[config.mk]
export PLATFORM = sky130hd
export DESIGN_NAME = load_store_unit
export DESIGN_NICKNAME = d
export VERILOG_FILES = /design/src/rtl/lsu_pkg.sv /design/src/rtl/lsu_align.sv /design/src/rtl/load_store_unit.sv
export SDC_FILE = /design/constraint.sdc
export NUM_CORES = 1
export LEC_CHECK = 0
export CAP_MARGIN = 30
export CORE_MARGIN = 2
export CORE_UTILIZATION = 41
export CTS_CLUSTER_DIAMETER = 30
export DETAILED_ROUTE_END_ITERATION = 8
export PLACE_DENSITY_LB_ADDON = 0.08
export SYNTH_ARGS = -nofsm -noshare
export SYNTH_HDL_FRONTEND = slang
export SYNTH_SLANG_ARGS = --single-unit
[constraint.sdc]
create_clock -name clk -period 2.08 [get_ports clk]
set_input_delay 0.416 -clock clk [delete_from_list [all_inputs] [get_ports clk]]
set_output_delay 0.416 -clock clk [all_outputs]
set_load 0.03 [all_outputs]
[src/rtl/lsu_pkg.sv]
// Shared types, funct3 encodings and request-check helpers for the load/store unit.
package lsu_pkg;

    typedef enum logic [2:0] {
        IDLE,
        LOAD,
        RMW_READ,
        WRITE,
        RESP
    } lsu_state_t;

    localparam logic [2:0] F3_B  = 3'b000;
    localparam logic [2:0] F3_H  = 3'b001;
    localparam logic [2:0] F3_W  = 3'b010;
    localparam logic [2:0] F3_BU = 3'b100;
    localparam logic [2:0] F3_HU = 3'b101;

    // funct3[1:0] encodes the access size for every legal load/store
    function automatic logic is_misaligned(input logic [2:0] funct3, input logic [1:0] offset);
        case (funct3[1:0])
            2'b01:   return offset[0];
            2'b10:   return offset != 2'b00;
            default: return 1'b0;
        endcase
    endfunction

    function automatic logic is_legal(input logic store, input logic [2:0] funct3);
        case (funct3)
            F3_B, F3_H, F3_W: return 1'b1;
            F3_BU, F3_HU:     return !store;
            default:          return 1'b0;
        endcase
    endfunction

endpackage

[src/rtl/lsu_align.sv]
// Combinational lane logic: load extract/extend and sub-word store merge.
module lsu_align
    import lsu_pkg::*;
#(
    parameter int unsigned XLEN = 32
) (
    input  logic [XLEN-1:0] word_i,
    input  logic [1:0]      offset_i,
    input  logic [2:0]      funct3_i,
    input  logic [XLEN-1:0] wdata_i,
    output logic [XLEN-1:0] load_data_o,
    output logic [XLEN-1:0] merged_o
);

    logic [7:0]  byte_lane;
    logic [15:0] half_lane;

    assign byte_lane = word_i[{offset_i, 3'b000} +: 8];
    assign half_lane = word_i[{offset_i[1], 4'b0000} +: 16];

    always_comb begin
        load_data_o = word_i;
        case (funct3_i)
            F3_B:    load_data_o = {{(XLEN-8){byte_lane[7]}}, byte_lane};
            F3_BU:   load_data_o = {{(XLEN-8){1'b0}}, byte_lane};
            F3_H:    load_data_o = {{(XLEN-16){half_lane[15]}}, half_lane};
            F3_HU:   load_data_o = {{(XLEN-16){1'b0}}, half_lane};
            default: load_data_o = word_i;
        endcase
    end

    // Sub-word stores overlay the new lane onto the word read back from memory
    always_comb begin
        merged_o = wdata_i;
        case (funct3_i)
            F3_B: begin
                merged_o = word_i;
                merged_o[{offset_i, 3'b000} +: 8] = wdata_i[7:0];
            end
            F3_H: begin
                merged_o = word_i;
                merged_o[{offset_i[1], 4'b0000} +: 16] = wdata_i[15:0];
            end
            default: merged_o = wdata_i;
        endcase
    end

endmodule

[src/rtl/load_store_unit.sv]
// Data-memory initiator: one request at a time, sub-word stores via read-modify-write.
module load_store_unit
    import lsu_pkg::*;
#(
    parameter int unsigned XLEN       = 32,
    parameter int unsigned ADDR_WIDTH = 16
) (
    input  logic                  clk,
    input  logic                  reset,
    input  logic                  req_valid,
    output logic                  req_ready,
    input  logic                  req_store,
    input  logic [2:0]            req_funct3,
    input  logic [XLEN-1:0]       req_addr,
    input  logic [XLEN-1:0]       req_wdata,
    output logic                  resp_valid,
    output logic [XLEN-1:0]       resp_rdata,
    output logic                  resp_misaligned,
    output logic                  resp_illegal,
    output logic [ADDR_WIDTH-1:0] mem_address,
    output logic                  mem_write_en,
    output logic [XLEN-1:0]       mem_data_in,
    input  logic [XLEN-1:0]       mem_data_out
);

    localparam int unsigned AW = ADDR_WIDTH + 2;

    lsu_state_t      state_q, state_d;
    logic [2:0]      funct3_q, funct3_d;
    logic [AW-1:0]   addr_q, addr_d;
    logic [XLEN-1:0] data_q, data_d;
    logic [XLEN-1:0] rdata_q, rdata_d;
    logic            mis_q, mis_d;
    logic            ill_q, ill_d;
    logic [XLEN-1:0] load_data;
    logic [XLEN-1:0] merged;
    logic            req_ill;
    logic            req_mis;
    logic            unused_addr_hi;

    // Address bits above the memory range are dropped so accesses wrap
    assign unused_addr_hi = ^req_addr[XLEN-1:AW];

    assign req_ill = !is_legal(req_store, req_funct3);
    assign req_mis = !req_ill && is_misaligned(req_funct3, req_addr[1:0]);

    lsu_align #(.XLEN(XLEN)) u_align (
        .word_i      (mem_data_out),
        .offset_i    (addr_q[1:0]),
        .funct3_i    (funct3_q),
        .wdata_i     (data_q),
        .load_data_o (load_data),
        .merged_o    (merged)
    );

    always_ff @(posedge clk or negedge reset) begin
        if (!reset) begin
            state_q  <= IDLE;
            funct3_q <= 3'b000;
            addr_q   <= '0;
            data_q   <= '0;
            rdata_q  <= '0;
            mis_q    <= 1'b0;
            ill_q    <= 1'b0;
        end else begin
            state_q  <= state_d;
            funct3_q <= funct3_d;
            addr_q   <= addr_d;
            data_q   <= data_d;
            rdata_q  <= rdata_d;
            mis_q    <= mis_d;
            ill_q    <= ill_d;
        end
    end

    always_comb begin
        state_d  = state_q;
        funct3_d = funct3_q;
        addr_d   = addr_q;
        data_d   = data_q;
        rdata_d  = rdata_q;
        mis_d    = mis_q;
        ill_d    = ill_q;
        case (state_q)
            IDLE: begin
                if (req_valid) begin
                    funct3_d = req_funct3;
                    addr_d   = req_addr[AW-1:0];
                    data_d   = req_wdata;
                    mis_d    = req_mis;
                    ill_d    = req_ill;
                    if (req_ill || req_mis) begin
                        state_d = RESP;
                    end else if (!req_store) begin
                        state_d = LOAD;
                    end else if (req_funct3 == F3_W) begin
                        state_d = WRITE;
                    end else begin
                        state_d = RMW_READ;
                    end
                end
            end
            LOAD: begin
                rdata_d = load_data;
                state_d = RESP;
            end
            RMW_READ: begin
                data_d  = merged;
                state_d = WRITE;
            end
            WRITE:   state_d = RESP;
            RESP:    state_d = IDLE;
            default: state_d = IDLE;
        endcase
    end

    assign req_ready       = (state_q == IDLE);
    assign resp_valid      = (state_q == RESP);
    assign mem_write_en    = (state_q == WRITE);
    assign resp_misaligned = mis_q && (state_q == RESP);
    assign resp_illegal    = ill_q && (state_q == RESP);
    assign resp_rdata      = rdata_q;
    assign mem_address     = addr_q[AW-1:2];
    assign mem_data_in     = data_q;

endmodule

==> results of run 1 <==
==> placed cells by master, fill, tap and decap left out, types with 9 or more instances in the layout <==
master / instances
mux2_2: 34
mux2i_1: 22
nor2_1: 25
nand2_1: 55
a21oi_1: 22
buf_12: 10
a221o_1: 9
a221oi_1: 15
clkbuf_16: 10
clkdlybuf4s50_1: 167
dfrtp_1: 89
inv_1: 16
nand3_1: 33
buf_4: 28
o21ai_0: 26
==> final cells by class <==
| cell class | instances | area [um2] | share of cell area |
|---|---|---|---|
| multi-input combinational | 345 | 2541 | 0.3401 |
| sequential | 90 | 2253 | 0.3016 |
| timing repair buffer | 207 | 2116 | 0.2832 |
| clock buffer | 10 | 229.0 | 0.03065 |
| tap | 168 | 210.2 | 0.02814 |
| inverter | 17 | 65.06 | 0.008709 |
| clock inverter | 5 | 56.30 | 0.007536 |
==> state kept, by name, summed over array words and instances (netlist names) <==
| signal | flops |
|---|---|
| mem_data_in | 32 |
| resp_rdata | 32 |
| addr_q | 18 |
| funct3_q | 3 |
| state_q | 3 |
| ill_q | 1 |
| mis_q | 1 |
==> cell families after synthesis <==
logic type	Yosys count
simple gates	152
flops	90
fa+ha+maj	8
compound gates	125
mux	60
buf+inv	67
==> metrics by stage <==
step / hold slack [ns] / setup WS (ns) / setup TNS (ns)
2_1_floorplan: 0.1204 / 0.07447 / 0
3_3_place_gp: 0.4365 / -0.02816 / -0.2118
3_5_place_dp: 0.4358 / -0.04488 / -0.3300
4_1_cts: 0.05933 / 0.06065 / 0
5_1_grt: 0.07486 / 0.02674 / 0
6_report: 0.04830 / 0.1337 / 0
==> power by group through the flow <==
stage,clock network [uW],registers (uW),logic (uW)
3_5_place_dp,0,3280,7370
2_1_floorplan,0,4330,3600
6_report,1600,3260,7500
3_3_place_gp,0,3260,7280
5_1_grt,1720,3380,7990
4_1_cts,1640,3270,7390
==> path summary, 6_finish.rpt <==
| path | end | start | cells after the start |
|---|---|---|---|
| worst min register to register | resp_rdata[3]$_DFFE_PN0N_ | resp_rdata[3]$_DFFE_PN0N_ | 2 |
| worst max-delay path | mem_data_in[5] | mem_data_in[5]$_DFFE_PN0P_ | 1 |
| worst max register to register | mem_data_in[0]$_DFFE_PN0P_ | funct3_q[2]$_DFFE_PN0P_ | 4 |
| worst min-delay path | resp_rdata[19]$_DFFE_PN0N_ | reset | 1 |
| min in group clk | resp_rdata[3]$_DFFE_PN0N_ | resp_rdata[3]$_DFFE_PN0N_ | 2 |
| max in group asynchronous | addr_q[1]$_DFFE_PN0P_ | reset | 2 |
==> routing by layer <==
layer,track usage,share of wire
met3,0.06224,0.084
met5,0,0
met1,0.3559,0.44
met2,0.3805,0.44
met4,0.08675,0.027
==> timing repair <==
| action | CTS | global route |
|---|---|---|
| pin swaps | 0 | 2 |
| cloned | 0 | 1 |
| setup buffers | 0 | 1 |
| resized for setup | 2 | 6 |
| setup endpoints to repair | 9 | 23 |
==> qor.yml, run 1 <==
status: "finished clean"
setup_viol: 0
hold_path.class: "in -> async"
relSlewSlack: 0.6095
grt_max_degree: 43
yosysWarnings: 0
rows: 40
numPortBuffers: 173
io_pins: 188
synth_nets: 613
start_util: 0.4222
sw_frac_of_total: 0.4442
fin_crit_ns: 1.946
cts_sinks: 90
fin_skew_ns: 0.005236
p_comb_frac: 0.607
die_h_um: 115.4
area_delta_synth_final_pct: 46.71
placed_cells: 825
nNetsFinal: 781
rsz0062_at_grt: "false"
p_sw_uw: 5491
cellPowerDensity_mw_per_mm2: 1655
slew_violations: 0
synth_edf_count: 0
critPathMaxStageDelay_ns: 0.72
grtUsageTotal: 0.2523
wire_per_inst_um: 19.80
synth.mux.area_fraction: 0.1361
cts_made_buffers: 9
n_fill_cell: 988
tightest_slew_ns: 0.5842
clk_pin_slew_ns: 0.06
yosys_register_bits: 90
irDropWorstVdd_mv: 0.7850
ys_types: 51
yosysTopAreaCellShare: 0.4423
synth_area_leaders: "dfrtp_1 44%, mux2_2 7.5%, mux2i_1 4.3%"
crit_arrival_ns: 1.53
endpoint_kind: "output port"
synth_top_family_by_area: "compound AO/OA/AOI/OAI gates"
yosysTopAreaCell: "dfrtp_1"
ctsHoldBuffers: 0
ys.flop_type: "dfrtp_1"
grt_pass1_vias: 4563
p_seq_frac: 0.264
leakage_uw: 0.003140
synthXorXnorAreaFrac: 0
stdcell_count: 842
synth_fa_ha_area_frac: 0.01966
core_area_mm2: 0.01206
first_pass_iters: 5
drive_gt1_frac: 0.1617
ant_nets: 0
placed_cell_area_mm2: 0.007112
vias: 4690
critPathLaunchType: "register"
critPathRequiredTime_ns: 1.66
vias_per_cell: 5.570
antenna_found_initial: 0
clk_latency_ns: 0.35
fmax_ghz: 0.5138
crit_fanout: 5
crit_family: "buffers and inverters"
synth.most_common_cell: "dfrtp_1"
drc: 0
synth_commonest_cells: "90 x dfrtp_1, 55 x nand2_1, 34 x mux2_2, 33 x nand3_1, 26 x o21ai_0"
cts-root-buf: "clkbuf_16"
synth-simple-area-share: 0.1491
cts_tree: "yes"
drt_first_iter_violations: 371
die_w_um: 115.4
syn_area_mm2: 0.005092
syn_inst: 502
hold_viol_final: 0
die_area_mm2: 0.01333
intPower_uw: 6872
max-cap-violations: 0
worstPathCellList: "clkdlybuf4s50_1"
htreeDepth: 3
regToRegSetupSlack_ns: 0.14
antenna_cells: 0
clock_tree.buffer_depth: 2
synth_compound_area_frac: 0.1840
crit_type: "reg -> out"
synthArstFlopShare: 1.000
dp_hpwl_mm: 12.38
power_uw: 12360
path_buf_inv: 1
wirelength_mm: 16.68
min_period_over_period: 0.9357
grt_pass1_wl_mm: 25.28
gp_congestion: 0.8668
critical_path.slowest_cell: "clkdlybuf4s50_1"
synth.yosys.seq_area_share: 0.4423
syn_area_per_cell_um2: 10.14
postLayoutCellArea_mm2: 0.007471
p_clk_frac: 0.129
gr-total-overflow: 0
postLayoutCoreUtil: 0.6194
Power figures use the tool's default switching activity.
==> run 2, diff against run 1 <==
--- a/config.mk
+++ b/config.mk
@@ -8,6 +8,7 @@
 export CAP_MARGIN = 30
 export CORE_MARGIN = 2
 export CORE_UTILIZATION = 41
+export CTS_BUF_LIST = sky130_fd_sc_hd__clkbuf_16
 export CTS_CLUSTER_DIAMETER = 30
 export DETAILED_ROUTE_END_ITERATION = 8
 export PLACE_DENSITY_LB_ADDON = 0.08
==> run 2 against run 1 <==
Global-route usage unchanged. Total power about the same. Clock power about the same. Clock-buffer cell count decreased by 1. Via count decreased by 0.28%. First-iteration DRC count decreased by 2.7%. Design area unchanged. Worst setup slack improved by 0.00053 ns. Sequential power about the same. Critical endpoint unchanged. Register-to-register slack about the same.
==> qor.yml, run 2 (synthesized netlist as in run 1, its figures left out) <==
status: "finished clean"
crit_type: "reg -> out"
place_ws_ns: -0.04488  # unchanged
antenna_found_initial: 0  # unchanged
clock_tree.buffer_depth: 2  # unchanged
antenna_cells: 0  # unchanged
first_pass_iters: 5  # unchanged
die_h_um: 115.4  # unchanged
area_delta_synth_final_pct: 46.71  # unchanged
drc: 0  # unchanged
path_buf_inv: 1  # unchanged
die_w_um: 115.4  # unchanged
io_pins: 188  # unchanged
postLayoutCellArea_mm2: 0.007471  # unchanged
clk_pin_slew_ns: 0.06  # about the same
wirelength_mm: 16.67  # about the same
cellPowerDensity_mw_per_mm2: 1654  # about the same
gp_congestion: 0.8668  # unchanged
min_period_over_period: 0.9355  # about the same
path_depth: 1  # unchanged
vias: 4677  # -0.28%
mostFrequentLayoutCells: "167 x clkdlybuf4s50_1, 89 x dfrtp_1, 55 x nand2_1"
setup_viol: 0  # unchanged
regToRegSetupSlack_ns: 0.14  # about the same
slew_violations: 0  # unchanged
endpoint_kind: "output port"
vias_per_cell: 5.555  # -0.28%
worst_hold_slack_ns: 0.04522  # -0.003082 ns
max-cap-violations: 0  # unchanged
gr-total-overflow: 0  # unchanged
n_fill_cell: 988  # unchanged
tns_ns: 0  # unchanged
crit_fanout: 5  # unchanged
critPathLaunchType: "register"
dp_hpwl_mm: 12.38  # unchanged
cts_sinks: 90  # unchanged
numPortBuffers: 173  # unchanged
core_area_mm2: 0.01206  # unchanged
tightest_slew_ns: 0.5842  # +0.0000004768 ns
crit_family: "buffers and inverters"
final_common_cell: "clkdlybuf4s50_1"
wire_per_inst_um: 19.80  # about the same
nNetsFinal: 781  # unchanged
irDropWorstVdd_mv: 0.7816  # -0.43%
fin_ws_ns: 0.1342  # +0.0005350 ns
reg2regPathDepth: 4  # unchanged
drive_gt1_frac: 0.1617  # unchanged
grtUsageTotal: 0.2523  # unchanged
hold_viol_final: 0  # unchanged
relSlewSlack: 0.6095  # unchanged
worstPathCellList: "clkdlybuf4s50_1"
drt_first_iter_violations: 361  # -2.7%
leakage_uw: 0.003144  # +0.13%
hold_path.class: "in -> async"
htreeDepth: 3  # unchanged
timing.rr.start: "funct3_q[2]$_DFFE_PN0P_"
grt_pass1_wl_mm: 25.28  # unchanged
fin_crit_ns: 1.946  # -0.0005350 ns
fin_skew_ns: 0.005062  # -0.0001739 ns
crit_arrival_ns: 1.53  # about the same
cts-root-buf: "clkbuf_16"
grt_max_degree: 43  # unchanged
rows: 40  # unchanged
die_area_mm2: 0.01333  # unchanged
critical_path.slowest_cell: "clkdlybuf4s50_1"
clk_latency_ns: 0.35  # about the same
critPathMaxStageDelay_ns: 0.72  # about the same
cts_made_buffers: 9  # unchanged
ant_nets: 0  # unchanged
grt_pass1_vias: 4563  # unchanged
critPathRequiredTime_ns: 1.66  # about the same
fmax_ghz: 0.5139  # about the same
placed_cell_area_mm2: 0.007112  # unchanged
cts_tree: "yes"
rr_endpoint: "mem_data_in[1]$_DFFE_PN0P_"
rsz0062_at_grt: "false"
start_util: 0.4222  # unchanged
==> run 2: changes by cell type in the layout (fill, tap and decap cells not counted), sizes merged <==
cell,previous run,this run
clkbuf,11,10
inv,16,17
==> run 2: stage by stage <==
| step | utilization | power (uW) | instances |
|---|---|---|---|
| 6_report | 0.6194 | 12360 | 842 |
| 5_1_grt | 0.6194 | 13090 | 842 |
| 4_1_cts | 0.6135 | 12290 | 840 |
| 3_5_place_dp | 0.5896 | 10650 | 825 |
| 3_3_place_gp | 0.5896 | 10540 | 825 |
| 2_1_floorplan | - | 7936 | 502 |
==> run 2: power breakdown <==
group | total [uW] | leakage, uW | internal, uW | switching (uW)
Combinational | 7500 | 0.00194 | 3330 | 4170
Clock | 1600 | 0.000142 | 917 | 678
Sequential | 3260 | 0.00106 | 2620 | 642
==> run 2: worst max-delay path by stage <==
stage                                        endpoint                        from
after detailed placement  mem_data_in[19]$_DFFE_PN0P_       addr_q[1]$_DFFE_PN0P_
after CTS                  mem_data_in[4]$_DFFE_PN0P_     funct3_q[2]$_DFFE_PN0P_
after global placement    mem_data_in[19]$_DFFE_PN0P_       addr_q[1]$_DFFE_PN0P_
final                                  mem_data_in[5]  mem_data_in[5]$_DFFE_PN0P_
after global routing      mem_data_in[25]$_DFFE_PN0P_       addr_q[0]$_DFFE_PN0P_
after floorplan           mem_data_in[24]$_DFFE_PN0P_       addr_q[1]$_DFFE_PN0P_
==> run 2: area by class of cell <==
type                    instances  area [um2]  area share
multi-input cells             345        2541      0.3401
flip-flops and latches         90        2253      0.3016
repair buffers                207        2116      0.2832
clock buffers                   9       225.2     0.03015
well taps                     168       210.2     0.02814
inverters                      17       65.06    0.008709
clock inverters                 6       60.06    0.008039
==> run 2: layer usage <==
layer | vias to the layer above | track usage | part of all wire
met2 | 217 | 0.3805 | 0.45
met5 | - | 0 | 0
met4 | 0 | 0.08675 | 0.026
met1 | 2274 | 0.3559 | 0.45
li1 | 2158 | - | -
met3 | 28 | 0.06224 | 0.081
==> run 2: timing repair <==
| action | in CTS | in global routing |
|---|---|---|
| setup buffers | 0 | 1 |
| hold buffers | 0 | 0 |
| resized for setup | 2 | 6 |
| endpoints found under the setup margin | 9 | 23 |
| pin swaps | 0 | 2 |
| gates cloned | 0 | 1 |
